$ cat src/rtl/snooper_pkg.sv
// snooper_pkg: shared SNES controller widths, button bit positions and the captured-event layout
package snooper_pkg;
  localparam int SNES_W = 16;
  localparam int FRAME_W = 16;
  localparam int BTN_B = 0;
  localparam int BTN_Y = 1;
  localparam int BTN_SELECT = 2;
  localparam int BTN_START = 3;
  localparam int BTN_UP = 4;
  localparam int BTN_DOWN = 5;
  localparam int BTN_LEFT = 6;
  localparam int BTN_RIGHT = 7;
  localparam int BTN_A = 8;
  localparam int BTN_X = 9;
  localparam int BTN_L = 10;
  localparam int BTN_R = 11;
  localparam logic [SNES_W-1:0] SNES_RELEASED = 16'hFFFF;
  typedef struct packed {
    logic [FRAME_W-1:0] frame;
    logic [SNES_W-1:0]  state;
    logic [SNES_W-1:0]  pressed;
    logic [SNES_W-1:0]  released;
  } snoop_event_t;
endpackage

$ cat src/rtl/sync_fifo.sv
// sync_fifo: first-word-fall-through FIFO with valid/ready on both sides; push_ready also admits a push into a full FIFO when a pop happens in the same cycle
// ports: clk, reset (async, active-high), push_valid/push_ready/push_data, pop_valid/pop_ready/pop_data
module sync_fifo #(
  parameter int WIDTH = 8,
  parameter int DEPTH = 8
) (
  input  logic             clk,
  input  logic             reset,
  input  logic             push_valid,
  output logic             push_ready,
  input  logic [WIDTH-1:0] push_data,
  output logic             pop_valid,
  input  logic             pop_ready,
  output logic [WIDTH-1:0] pop_data
);
  localparam int AW = $clog2(DEPTH);
  logic [WIDTH-1:0] mem [DEPTH];
  logic [AW:0] wptr, rptr;
  logic full, do_push, do_pop;
  assign full = (wptr[AW] != rptr[AW]) && (wptr[AW-1:0] == rptr[AW-1:0]);
  assign pop_valid = wptr != rptr;
  assign do_pop = pop_valid & pop_ready;
  assign push_ready = ~full | do_pop;
  assign do_push = push_valid & push_ready;
  assign pop_data = mem[rptr[AW-1:0]];
  always_ff @(posedge clk or posedge reset)
    if (reset) begin
      wptr <= '0;
      rptr <= '0;
    end else begin
      wptr <= wptr + (AW+1)'(do_push);
      rptr <= rptr + (AW+1)'(do_pop);
    end
  always_ff @(posedge clk)
    if (do_push) mem[wptr[AW-1:0]] <= push_data;
endmodule

$ cat src/rtl/snoop_event_capture.sv
// snoop_event_capture: synchronizes the snooper frame flag, snapshots each frame and queues an event whenever the controller word changes
// ports: clk, reset (async, active-high), snoop_state/snoop_valid from the snooper,
//        out_valid/out_ready/out_state/out_frame/out_pressed/out_released event stream, frame_count, sticky overflow
module snoop_event_capture
  import snooper_pkg::*;
#(
  parameter int FIFO_DEPTH = 8,
  parameter int FRAME_W = 16
) (
  input  logic               clk,
  input  logic               reset,
  input  logic [15:0]        snoop_state,
  input  logic               snoop_valid,
  output logic               out_valid,
  input  logic               out_ready,
  output logic [15:0]        out_state,
  output logic [FRAME_W-1:0] out_frame,
  output logic [15:0]        out_pressed,
  output logic [15:0]        out_released,
  output logic [FRAME_W-1:0] frame_count,
  output logic               overflow
);
  localparam int EW = FRAME_W + 3 * SNES_W;
  logic v1, v2, v3, frame_tick, cap_vld, first_frame, change, push_ready;
  logic [SNES_W-1:0] cap, prev;
  logic [FRAME_W-1:0] cap_frame;
  logic [EW-1:0] head;
  always_ff @(posedge clk or posedge reset)
    if (reset) {v3, v2, v1} <= '0;
    else {v3, v2, v1} <= {v2, v1, snoop_valid};
  // snoop_state is only sampled here, after the flag has crossed two flops, so the word has long settled
  assign frame_tick = v2 & ~v3;
  assign change = cap_vld & ((cap != prev) | first_frame);
  always_ff @(posedge clk or posedge reset)
    if (reset) begin
      cap <= '0;
      cap_frame <= '0;
      cap_vld <= 1'b0;
      frame_count <= '0;
      prev <= SNES_RELEASED;
      first_frame <= 1'b1;
      overflow <= 1'b0;
    end else begin
      cap_vld <= frame_tick;
      if (frame_tick) begin
        cap <= snoop_state;
        cap_frame <= frame_count;
        frame_count <= frame_count + 1'b1;
      end
      // prev follows every capture, even a dropped one, so masks stay relative to the last seen frame
      if (cap_vld) begin
        prev <= cap;
        first_frame <= 1'b0;
      end
      if (change & ~push_ready) overflow <= 1'b1;
    end
  sync_fifo #(.WIDTH(EW), .DEPTH(FIFO_DEPTH)) u_fifo (
    .clk       (clk),
    .reset     (reset),
    .push_valid(change),
    .push_ready(push_ready),
    .push_data ({cap_frame, cap, prev & ~cap, ~prev & cap}),
    .pop_valid (out_valid),
    .pop_ready (out_ready),
    .pop_data  (head)
  );
  assign {out_frame, out_state, out_pressed, out_released} = out_valid ? head : '0;
endmodule

$ cat config.mk
export PLATFORM = sky130hd
export DESIGN_NAME = snoop_event_capture
export DESIGN_NICKNAME = d
export VERILOG_FILES = /design/src/rtl/snooper_pkg.sv /design/src/rtl/sync_fifo.sv /design/src/rtl/snoop_event_capture.sv
export SDC_FILE = /design/constraint.sdc
export NUM_CORES = 1
export LEC_CHECK = 0
export ABC_CLOCK_PERIOD_IN_PS = 16200
export BUFFER_PORTS_ARGS = -buffer_cell sky130_fd_sc_hd__buf_2
export CORE_ASPECT_RATIO = 1.4
export CORE_MARGIN = 3
export CORE_UTILIZATION = 50
export DETAILED_ROUTE_END_ITERATION = 8
export PLACE_DENSITY = 0.78
export SYNTH_ARGS = -nofsm -noshare
export SYNTH_HDL_FRONTEND = slang
export SYNTH_HIERARCHICAL = 1
export SYNTH_SLANG_ARGS = --single-unit
$ cat constraint.sdc
create_clock -name clk -period 16.2 [get_ports clk]
set_clock_uncertainty 0.05 [all_clocks]
set_input_delay 3.24 -clock clk [delete_from_list [all_inputs] [get_ports clk]]
set_output_delay 3.24 -clock clk [all_outputs]
set_load 0.005 [all_outputs]
---- Word level (Yosys, flattened, before mapping) ----
Memories as Yosys holds them, arrays and structs flattened.
Cells that the tools add are included.
Widths: inputs -> output; s select.
word-level totals
  register bits after elaboration ......... 78
  output and inout port bits .............. 82
  memories ................................ 1
  word-level logic and storage cells ...... 38
  memory bits (writable) .................. 512
cells by class
  eq/ne operators ......................... 4
  bitwise logic cells ..................... 14
  $add $sub $neg .......................... 3
  multiplexer cells ....................... 3
  reduce and logical (&&, ||, !) cells .... 1
memory list
  memory      words  bits a word  read ports  clocked after memory_dff  write ports  RTL line         text
  u_fifo.mem  8      64           1           0                         1            sync_fifo.sv:17  logic [WIDTH-1:0] mem [DEPTH];
operator list
  operator               number
  $mux 64                1
  $and 16x16->16         2
  $not 16->16            2
  $add 16x1->16 const B  1
  $ne 16x16->1           1
  $add 4x1->4            2
  $and 1x1->1            5
  $ne 4x4->1             1
  $eq 3x3->1             1
  $not 1->1              3
  $mux 1                 2
  $or 1x1->1             2
  $logic_and 1x1->1      1
  $ne 1x1->1             1

---- Longest topological paths before layout ----
Gate-level depths: netlist of the first run.
  depth after elaboration ................. 7
  gate-level depth with buffers ........... 10
  depth with buffers taken out ............ 10

---- Hierarchy ----
The synthesis of the first run kept the hierarchy.
by module, submodules not included
  module               cells each  sequential area each (um^2)  instances  area each (um^2)
  sync_fifo            783         15,574.9                     1          19,680.1
  snoop_event_capture  348         1,773.0                      1          3,622.2

---- Worst setup path before layout of the first run ----
Ideal clock, no wire load.
  path kind ............................... input to register
  start point ............................. input out_ready
  end point ............................... memory u_fifo/mem[0][0] (netlist name), enable pin
  arrival ................................. 13.363 ns
  stages .................................. 2
  setup slack ............................. 1.958 ns
  path buffers ............................ 0
  library setup time ...................... 0.829 ns
  data required time ...................... 15.321 ns
  path through ............................ nor2_1 a2111oi_0
between the ends
  longest elaborated chain between the ends .. 5
RTL lines
  item                          RTL line                   text
  from (decl)                   snoop_event_capture.sv:15  input logic out_ready,
  $and 1x1->1                   sync_fifo.sv:22            assign do_pop = pop_valid & pop_ready;
  $or 1x1->1                    sync_fifo.sv:23            assign push_ready = ~full | do_pop;
  $and 1x1->1                   sync_fifo.sv:24            assign do_push = push_valid & push_ready;
  $mux 1                        sync_fifo.sv:35            if (do_push) mem[wptr[AW-1:0]] <= push_data;
  $mux 1 (implied by the code)  sync_fifo.sv:35
  to (decl)                     sync_fifo.sv:17
Every way passes these cells.

---- Final worst setup path of the first run ----
  start point ............................. register u_fifo.rptr[0]
  end point ............................... output out_state[4]
between the ends
  longest elaborated chain between the ends .. 2
RTL lines
  item                                               RTL line                   text
  from (decl)                                        sync_fifo.sv:18            logic [AW:0] wptr, rptr;
  from (signal assigned)                             sync_fifo.sv:32            rptr <= rptr + (AW+1)'(do_pop);
  $mem_v2 8x64 / $ne 4x4->1 (equally long branches)  n/a
  $mux 64 *                                          snoop_event_capture.sv:67  assign {out_frame, out_state, out_pressed, out_released} = out_valid ? head : '0;
  to (decl)                                          snoop_event_capture.sv:16  output logic [15:0] out_state,
Every way passes the cells marked *; elsewhere a longest branch is shown, timed or not.

==> results of run 1 <==
==> cell families (layout without fill, tap and decap cells) <==
group / Yosys count / after routing
AO/OA/AOI/OAI: 43 / 43
XOR/XNOR: 23 / 23
adder cells (fa/ha/maj): 37 / 37
buffers and inverters: 94 / 260
flip-flops: 590 / 590
multiplexers: 209 / 209
AND/OR/NAND/NOR: 135 / 135
==> cell usage in the layout, fill, tap and decap left out, types with 17 or more instances in the layout <==
master / n
edfxtp_1: 512
dfstp_2: 17
buf_2: 101
nand2_1: 41
o21ai_0: 32
and2_1: 65
mux4_2: 128
buf_4: 25
ha_1: 37
clkbuf_1: 19
dfrtp_1: 58
mux2_2: 81
inv_1: 38
clkbuf_16: 54
==> through the flow <==
step | setup WS, ns | area [um^2] | hold slack [ns]
CTS | 9.12 | 26100 | 0.300
floorplan | 1.96 | 23300 | 0.281
finish | 9.19 | 26100 | 0.297
global route | 8.89 | 26100 | 0.307
detailed placement | 9.74 | 24500 | 0.286
global placement | 9.73 | 24500 | 0.288
==> synth_stat cells, types with 7 or more instances <==
master	count	share of area
inv_1	39	0.0063
dfstp_2	17	0.019
xor2_1	10	0.0038
nand4_1	7	0.0019
buf_2	9	0.0019
ha_1	37	0.020
dfrtp_1	61	0.066
edfxtp_1	512	0.66
mux2_2	81	0.039
buf_1	13	0.0021
nand2_1	42	0.0068
clkbuf_1	18	0.0029
and2_1	65	0.017
o21ai_0	32	0.0069
a2111oi_0	8	0.0030
xnor2_1	13	0.0049
mux4_2	128	0.12
buf_6	13	0.0063
==> power by group <==
part | switching, mW | internal (mW) | leakage [nW]
Sequential | 0.137 | 1.85 | 5.62
Combinational | 0.615 | 0.664 | 2.55
Clock | 0.508 | 0.664 | 0.800
==> state kept, by name, indices dropped and copies added (netlist names) <==
register,cells
v1,1
u_fifo/rptr,4
u_fifo/wptr,4
prev,16
first_frame,1
frame_count,16
v3,1
overflow,1
cap_frame,16
cap,16
cap_vld,1
u_fifo/mem,512
v2,1
==> cell type report <==
| cell class | count | area share |
|---|---|---|
| tap | 617 | 0.0295 |
| inverter | 39 | 0.00565 |
| clock buffer | 81 | 0.0586 |
| sequential | 590 | 0.664 |
| multi-input combinational | 447 | 0.212 |
| clock inverter | 14 | 0.00359 |
| timing repair buffer | 126 | 0.0265 |
==> per-layer routing <==
layer  up-vias  part of all wire  GRT usage
met5         -                 0          0
met4         0             0.029     0.0629
met3        76             0.053     0.0277
li1       4716                 -          -
met2       364              0.52      0.336
met1      5790              0.39      0.256
==> worst register-to-register path, delay by kind of cell, from the launching register on <==
family | cells | cell delay, ns
adder cells (fa/ha/maj) | 1 | 0.31
AO/OA/AOI/OAI | 1 | 0.43
flip-flops | 1 | 0.71
buffers and inverters | 2 | 0.78
AND/OR/NAND/NOR | 5 | 0.73
==> worst max-delay path by stage <==
stage                               from          endpoint  depth (start not counted)
after floorplan                out_ready  u_fifo/mem[0][0]                          2
after global placement    u_fifo/rptr[0]  out_released[15]                          5
after detailed placement  u_fifo/rptr[0]  out_released[15]                          5
after CTS                 u_fifo/rptr[0]  out_released[15]                          5
after global routing      u_fifo/rptr[0]   out_released[2]                          6
final                     u_fifo/rptr[0]      out_state[4]                          6
==> results.md, run 1 <==
* Status: finished clean
* CP arrival at 3.72 ns
* CTS tree: done
* Utilization after layout at 0.567
* R2R Setup Slk at 12.78 ns
* Fillers at 3385
* Post-synth cell types at 34
* Post-DP HPWL at 26.3 mm
* Worst-Skew Late Latency at 0.57 ns
* Worst path top cell family by delay: simple AND/OR/NAND/NOR gates
* Initial DRC count at 998
* Setup Fix Bufs, Post-CTS at 0
* CP max-delay cell: dfrtp_4
* Post-Layout Cell Count at 1914
* Reg-to-reg endpoint: u_fifo/mem[1][52]
* Hold Vio Cnt, Final at 0
* Number of synthesized flops with an enable pin at 512
* GRT Total Usage at 0.194
* Tot Pwr at 4.44 mW
* Clock sink count at 590
* Max-slew violations at 0
* Worst Hold Endpoint: v2
* Fraction of registers with async set/reset at 0.132
* CP cell instances: xor2_1 > nor3_2 > nand2_2 > buf_4 > and2_1 > buf_2
* Max Fclk at 143 MHz
* # IOs at 102
* RSZ-0062 raised after global routing: false
* Max Buffers Root-to-Sink at 3
* Slowest stage delay, CP at around 0.88 ns
* HP Class: register to register
* Post-synthesis xor/xnor area fraction at 0.00864
* Die height at 261 um
* Final Wtd Congestion at between 0.7 and 0.8
* Final WL at 46.5 mm
* Root buf cell: clkbuf_16
* Synth Warn # at 6
* Final min period at 7.01 ns
* Register area at 0.0174 mm^2
* Post-Synth Adder-Cell Area at 0.0199
* Die width at 188 um
* Footprint of the multi-input gates at between 0.005 and 0.006 mm^2
* Fin nets at approximately 1300
* Dpl cells at 1819
* Diode count at 0
* Via Count at 10900
* Worst r2r path cells at 9
* Simple-gate share of the synthesized area at 0.0331
* # H-tree levels at 2
* HP Start: v1
* Cell Pwr Density at 170 mW/mm^2
* Top_reg_cell synth: edfxtp_1
* Critical path type: register to primary output
* Worst setup EP type: primary output
* Max transition margin at 0.283
* Core ar. at 0.0461 mm^2
* Critical path fanouts, max at 56
* First-pass GRT wire length at between 70 and 80 mm
* Syn Inst Count at 1131
* Number of global-route vias before repair at 11600
* Register area share after synthesis at 0.744
* Synth Area in Compound Gates at 0.0109
* Drt pass-1 iters at 5
* Area growth from synthesis to layout at 12.2%
* Hold bufs inserted after CTS at 0
* Peak VDD IR at between 100 and 150 uV
* Initial Util at 0.506
* Worst-Margin Slew at between 1 and 1.5 ns
* Reg2Reg Launch Point: cap[13]
* Antenna-violating nets left at 0
* Die area at a little under 0.05 mm^2
* Port Buffers at 101
* Total gr overflow at 0
* Synthesized cell area at 0.0233 mm^2
* Clock transition at the registers of the reported paths at 0.06 ns
* Post-cts gate resize count at 0
* Critical Path RT at between 10 and 15 ns
* Largest family of logic cells by synthesized area: multiplexers
* Mapped Nets at ~1200
* Period utilization at 0.432
* CTS buffer count at 51
* Initial antenna violation count at 0
* Cell Rows at 93
* P_leak at 8.96 nW
* Drt drc at 0
* WL per Instance at roughly 24 um
* Layout cells sized above 1 at 0.345
* Via-per-instance ratio at 5.72
* Final number of setup-violating endpoints at 0
* CP startpoint kind: register
* Pin count of the biggest net entering global routing at 71
* Hold Path Cell Cnt at 0
* Synth Area per Inst at roughly 21 um^2
* Max Cap Viol at 0
* Setup TNS Final at 0 ns
* Multiplexer area fraction after synthesis at 0.163
* Flops & latches, synth at between 500 and 600
* CP Buf/Inv Count at 2
(Power assumes the default switching activity.)
==> run 2, diff against run 1 <==
- ABC_CLOCK_PERIOD_IN_PS: 16200 -> 6240
- PLACE_DENSITY: 0.78 -> 0.8
- clock period: 16.2 -> 6.24 ns (I/O delays scaled with it)
==> run 2 against run 1 <==
Net effect: sequential share of layout area decreased by 0.46 points; via count down 0.27%; core utilization rose by 0.39 points; highest routed layer unchanged; largest cell class unchanged; final cell count did not move; power grew to 2.7 times the previous value; largest power group unchanged; die area stayed put.
==> results.md, run 2 (synthesized netlist as in run 1, its figures left out) <==
* DP Area at 0.0245 mm^2 (about the same)
* Peak VDD IR at 314 uV (+170%)
* Critical path type: register to primary output
* Initial DRC count at 968 (-3.0%)
* CTS tree: done
* Tot Pwr at 11.8 mW (+170%)
* Final min period at 5.16 ns
* GRT Total Usage at 0.192 (-0.00146)
* Pin count of the biggest net entering global routing at 72 (+1.4%)
* # IOs at 102 (unchanged)
* Post-DP HPWL at 26.8 mm (+1.7%)
* Initial Util at 0.506 (unchanged)
* Max-slew violations at 0 (unchanged)
* Via Count at 10900 (-0.27%)
* Max transition margin at 0.250 (-0.0333)
* Die area at 0.0493 mm^2 (unchanged)
* Setup Fix Bufs, Post-CTS at 0 (unchanged)
* Clock transition at the registers of the reported paths at 0.06 ns (about the same)
* Area growth from synthesis to layout at 13.0%
* Setup ws final at 1.08 ns (-8.12 ns)
* Fin nets at 1311 (-0.076%)
* First-pass GRT wire length at 71.4 mm (-0.84%)
* CTS buffer count at 51 (unchanged)
* Pre-CTS WS at 1.65 ns (-8.09 ns)
* WHS at 0.300 ns (+0.00281 ns)
* Hold Vio Cnt, Final at 0 (unchanged)
* Final number of setup-violating endpoints at 0 (unchanged)
* Hold bufs inserted after CTS at 0 (unchanged)
* Met1 Resource Use GR at 0.252 (-0.00372)
* Drt pass-1 iters at 5 (unchanged)
* RSZ-0062 raised after global routing: false
* Max Cap Viol at 0 (unchanged)
* Core ar. at 0.0461 mm^2 (unchanged)
* # H-tree levels at 2 (unchanged)
* Max Fclk at 194 MHz
* Die width at 188 um (unchanged)
* Commonest non-fill, non-tap cell in the layout: edfxtp_1
* Die height at 261 um (unchanged)
* Cell Rows at 93 (unchanged)
* Via-per-instance ratio at 5.70 (-0.27%)
* Worst-Skew Late Latency at 0.57 ns (about the same)
* Worst-Margin Slew at 1.12 ns (+0.0499 ns)
* CP startpoint kind: register
* Grt peak-use layer: met2
* Final Wtd Congestion at 0.763 (+1.6%)
* Finished Cell Area at 0.0263 mm^2 (+0.68%)
* Post-Layout Cell Count at 1914 (unchanged)
* Max FFs per register at 512 (unchanged)
* Port Buffers at 101 (unchanged)
* Met3 usage at 0.0248 (-0.00295)
* Critical Path RT at 4.94 ns (-7.97 ns)
* Worst setup EP type: primary output
* Final WL at 46.5 mm (about the same)
* Root buf cell: clkbuf_16
* Diode count at 0 (unchanged)
* Max Buffers Root-to-Sink at 3 (unchanged)
* Drt drc at 0 (unchanged)
* CP arrival at 3.87 ns (+0.15 ns)
* HP Class: register to register
* P_leak at 9.06 nW (+1.1%)
* Number of global-route vias before repair at 11600 (-0.15%)
* Cell Pwr Density at 448 mW/mm^2 (+160%)
* WL per Instance at 24.3 um (about the same)
* Status: finished clean
* Initial antenna violation count at 0 (unchanged)
* Post-cts gate resize count at 0 (unchanged)
* Dpl cells at 1818 (-0.055%)
* Period utilization at 0.827
* Critical path fanouts, max at 35 (-38%)
* Antenna-violating nets left at 0 (unchanged)
* Total gr overflow at 0 (unchanged)
* Layout cells sized above 1 at 0.352 (+0.00771)
* Met2 Use GR at 0.336 (+0.000405)
* Setup TNS Final at 0 ns (unchanged)
* Clock sink count at 590 (unchanged)
* Most frequent cells in the layout: edfxtp_1 (512), mux4_2 (128), buf_2 (101), mux2_2 (81), and2_1 (65)
* Utilization after layout at 0.571 (+0.00386)
[run 2: power breakdown]
| group | switching (mW) | leakage [nW] | internal (mW) |
|---|---|---|---|
| registers | 0.317 | 5.62 | 4.80 |
| logic | 1.64 | 2.55 | 1.73 |
| clock network | 1.37 | 0.890 | 1.94 |
| total | 3.33 | 9.06 | 8.48 |
[run 2: final timing paths]
kind / start / to / slack [ns] / cells after the start
max: u_fifo/rptr[0] / out_pressed[5] / 1.08 / 6
min: v1 / v2 / 0.30 / 0
max reg2reg: cap[15] / u_fifo/mem[4][6] / 2.41 / 10
min in group asynchronous: reset / u_fifo/rptr[2] / 0.61 / 2
max in group asynchronous: reset / cap[5] / 4.57 / 3
min reg2reg: v1 / v2 / 0.30 / 0
[run 2: layer usage]
layer	part of all wire	wire, um
met1	0.40	18400
met2	0.53	24400
met3	0.048	2230
met4	0.031	1420
met5	0	0
[run 2: critical path, stage by stage (launching register included)]
cell     delay (ns)
dfrtp_4        0.83
xor2_1         0.17
nor3_2         0.82
nand2_2        0.65
buf_4          0.44
and2_1         0.19
buf_2          0.12
[run 2: area by class of cell]
cell class | count | area, um^2
clock buffers | 73 | 1540
inverters | 39 | 148
repair buffers | 125 | 698
well taps | 617 | 772
clock inverters | 23 | 258
flip-flops and latches | 590 | 17400
fillers | 3367 | 19800
multi-input cells | 447 | 5550
==> run 3, diff against run 2 <==
- ABC_CLOCK_PERIOD_IN_PS: 6240 -> 4850
- PLACE_DENSITY: 0.8 -> 0.78
- clock period: 6.24 -> 4.85 ns (I/O delays scaled with it)
==> run 3 against run 2 <==
Net effect: global-route usage up 0.61 points; sequential cell count unchanged; largest cell class unchanged; power up 31%; critical path depth down 1; sequential share of layout area down 0.64 points; core utilization up 0.56 points; sequential power up 30%; critical path type unchanged.
==> results.md, run 3 (synthesized netlist as in run 1, its figures left out) <==
* Status: finished clean
* Met1 Resource Use GR at 0.254 (+0.00195)
* Fin nets at 1322 (+0.84%)
* Final number of setup-violating endpoints at 0 (unchanged)
* Diode count at 0 (unchanged)
* Final WL at 48.0 mm (+3.2%)
* Reg2Reg Launch Point: cap[15]
* Post-DP HPWL at 28.2 mm (+5.5%)
* Drt pass-1 iters at 5 (unchanged)
* Root buf cell: clkbuf_16
* CTS tree: done
* Critical Path RT at 3.83 ns (-1.11 ns)
* P_leak at 9.13 nW (+0.80%)
* Grt peak-use layer: met2
* Max Buffers Root-to-Sink at 3 (unchanged)
* Worst-Margin Slew at 0.746 ns (-0.378 ns)
* Pin count of the biggest net entering global routing at 56 (-22%)
* Number of global-route vias before repair at 11900 (+3.1%)
* Period utilization at 0.844
* Cell Pwr Density at 580 mW/mm^2 (+29%)
* Max FFs per register at 512 (unchanged)
* Die height at 261 um (unchanged)
* Utilization after layout at 0.577 (+0.00559)
* Hold bufs inserted after CTS at 0 (unchanged)
* # H-tree levels at 2 (unchanged)
* Hold Vio Cnt, Final at 0 (unchanged)
* Total gr overflow at 0 (unchanged)
* Met3 usage at 0.0304 (+0.00562)
* Worst setup EP type: primary output
* Most frequent cells in the layout: edfxtp_1 (512), mux4_2 (128), buf_2 (101), mux2_2 (81), and2_1 (65)
* Pre-CTS WS at 1.33 ns (-0.321 ns)
* Reg-to-reg endpoint: u_fifo/mem[6][31]
* Setup ws final at 0.756 ns (-0.321 ns)
* Port Buffers at 101 (unchanged)
* Critical path type: register to primary output
* Die area at 0.0493 mm^2 (unchanged)
* Initial antenna violation count at 0 (unchanged)
* First-pass GRT wire length at 73.6 mm (+3.1%)
* Clock transition at the registers of the reported paths at 0.06 ns (about the same)
* Dpl cells at 1827 (+0.50%)
* Via-per-instance ratio at 5.71 (+0.18%)
* Setup Fix Bufs, Post-CTS at 0 (unchanged)
* Initial Util at 0.506 (unchanged)
* Peak VDD IR at 351 uV (+12%)
* Max Cap Viol at 0 (unchanged)
* Post-cts gate resize count at 0 (unchanged)
* Max transition margin at 0.502 (+0.252)
* Fillers at 3328 (-1.2%)
* # IOs at 102 (unchanged)
* Drt drc at 0 (unchanged)
* GRT Total Usage at 0.198 (+0.00613)
* Via Count at 11000 (+0.81%)
* Initial DRC count at 978 (+1.0%)
* Die width at 188 um (unchanged)
* Antenna-violating nets left at 0 (unchanged)
* Final Wtd Congestion at 0.763 (about the same)
* Commonest non-fill, non-tap cell in the layout: edfxtp_1
* Cell Rows at 93 (unchanged)
* Final min period at 4.09 ns
* Core ar. at 0.0461 mm^2 (unchanged)
* Met2 Use GR at 0.348 (+0.0118)
* WHS at 0.301 ns (+0.000894 ns)
* Max Fclk at 244 MHz
* Post-Layout Cell Count at 1926 (+0.63%)
* HP Start: v1
* Slowest stage delay, CP at 0.87 ns (+0.04 ns)
* Clock sink count at 590 (unchanged)
* Worst-Skew Late Latency at 0.58 ns (about the same)
* CP arrival at 3.07 ns (-0.80 ns)
* CTS buffer count at 53 (+3.9%)
* R2R Setup Slk at 1.44 ns (-0.97 ns)
* HP Class: register to register
* Max-slew violations at 0 (unchanged)
* Worst r2r path cells at 9 (-1)
* WL per Instance at 24.9 um (+2.6%)
* RSZ-0062 raised after global routing: false
* Hold Path Cell Cnt at 0 (unchanged)
* CP cell instances: buf_12 > mux4_2 > mux2_2 > and2_1 > buf_2
* CP max-delay cell: dfrtp_4
* Critical path fanouts, max at 38 (+8.6%)
* Worst Hold Endpoint: v2
* Area growth from synthesis to layout at 14.1%
* Layout cells sized above 1 at 0.353 (+0.000590)
* CP startpoint kind: register
[run 3: changes by cell type in the layout (fill, tap and decap cells not counted), moves of 2 or more]
cell | before | now
a2111oi_2 | 8 | 0
a2111oi_4 | 0 | 8
buf_12 | 1 | 6
buf_4 | 23 | 27
clkbuf_1 | 8 | 12
clkinv_1 | 4 | 7
clkinv_2 | 10 | 7
clkbuf_8 | 10 | 8
[run 3: metal layers]
layer / share of wire / vias to the layer above
li1: - / 4737
met1: 0.38 / 5756
met2: 0.53 / 414
met3: 0.060 / 97
met4: 0.031 / 0
met5: 0 / -
[run 3: critical path: cells and delay by family (launching register included)]
family        cells  cell delay (ns)
simple gates      1             0.21
buf+inv           2             0.52
flops             1             0.87
mux               2             0.84
[run 3: worst max path at each step]
| stage | end | start | slack [ns] | cells after the start |
|---|---|---|---|---|
| after floorplan | u_fifo/mem[4][0] | cap[15] | -1.04 | 8 |
| after global placement | out_state[8] | u_fifo/rptr[0] | 1.33 | 5 |
| after detailed placement | out_released[2] | u_fifo/rptr[0] | 1.33 | 5 |
| after CTS | out_state[6] | u_fifo/rptr[0] | 0.69 | 5 |
| after global routing | out_released[2] | u_fifo/rptr[0] | 0.57 | 5 |
| final | out_released[2] | u_fifo/rptr[0] | 0.76 | 5 |
[run 3: layout make-up]
class                           count  area [um^2]  area share
Sequential cell                   590        17400       0.653
Timing Repair Buffer              134          828      0.0312
Tap cell                          617          772      0.0290
Clock buffer                       75         1530      0.0576
Multi-Input combinational cell    447         5650       0.213
Inverter                           39          148     0.00555
Clock inverter                     24          298      0.0112
[run 3: report_power, final]
| part | total [mW] | leakage, nW | internal [mW] | switching (mW) |
|---|---|---|---|---|
| clock | 4.31 | 0.893 | 2.53 | 1.78 |
| sequential | 6.66 | 5.62 | 6.18 | 0.486 |
| combinational | 4.43 | 2.62 | 2.31 | 2.12 |
| total | 15.4 | 9.13 | 11.0 | 4.39 |
[run 3: stage by stage]
| step | cell area (um^2) | total power, mW | setup TNS (ns) |
|---|---|---|---|
| after global routing | 26600 | 16.1 | 0 |
| after floorplan | 23400 | 9.63 | -530.22 |
| after CTS | 26600 | 15.6 | 0 |
| after global placement | 24800 | 11.2 | 0 |
| final | 26600 | 15.4 | 0 |
| after detailed placement | 24800 | 11.3 | 0 |
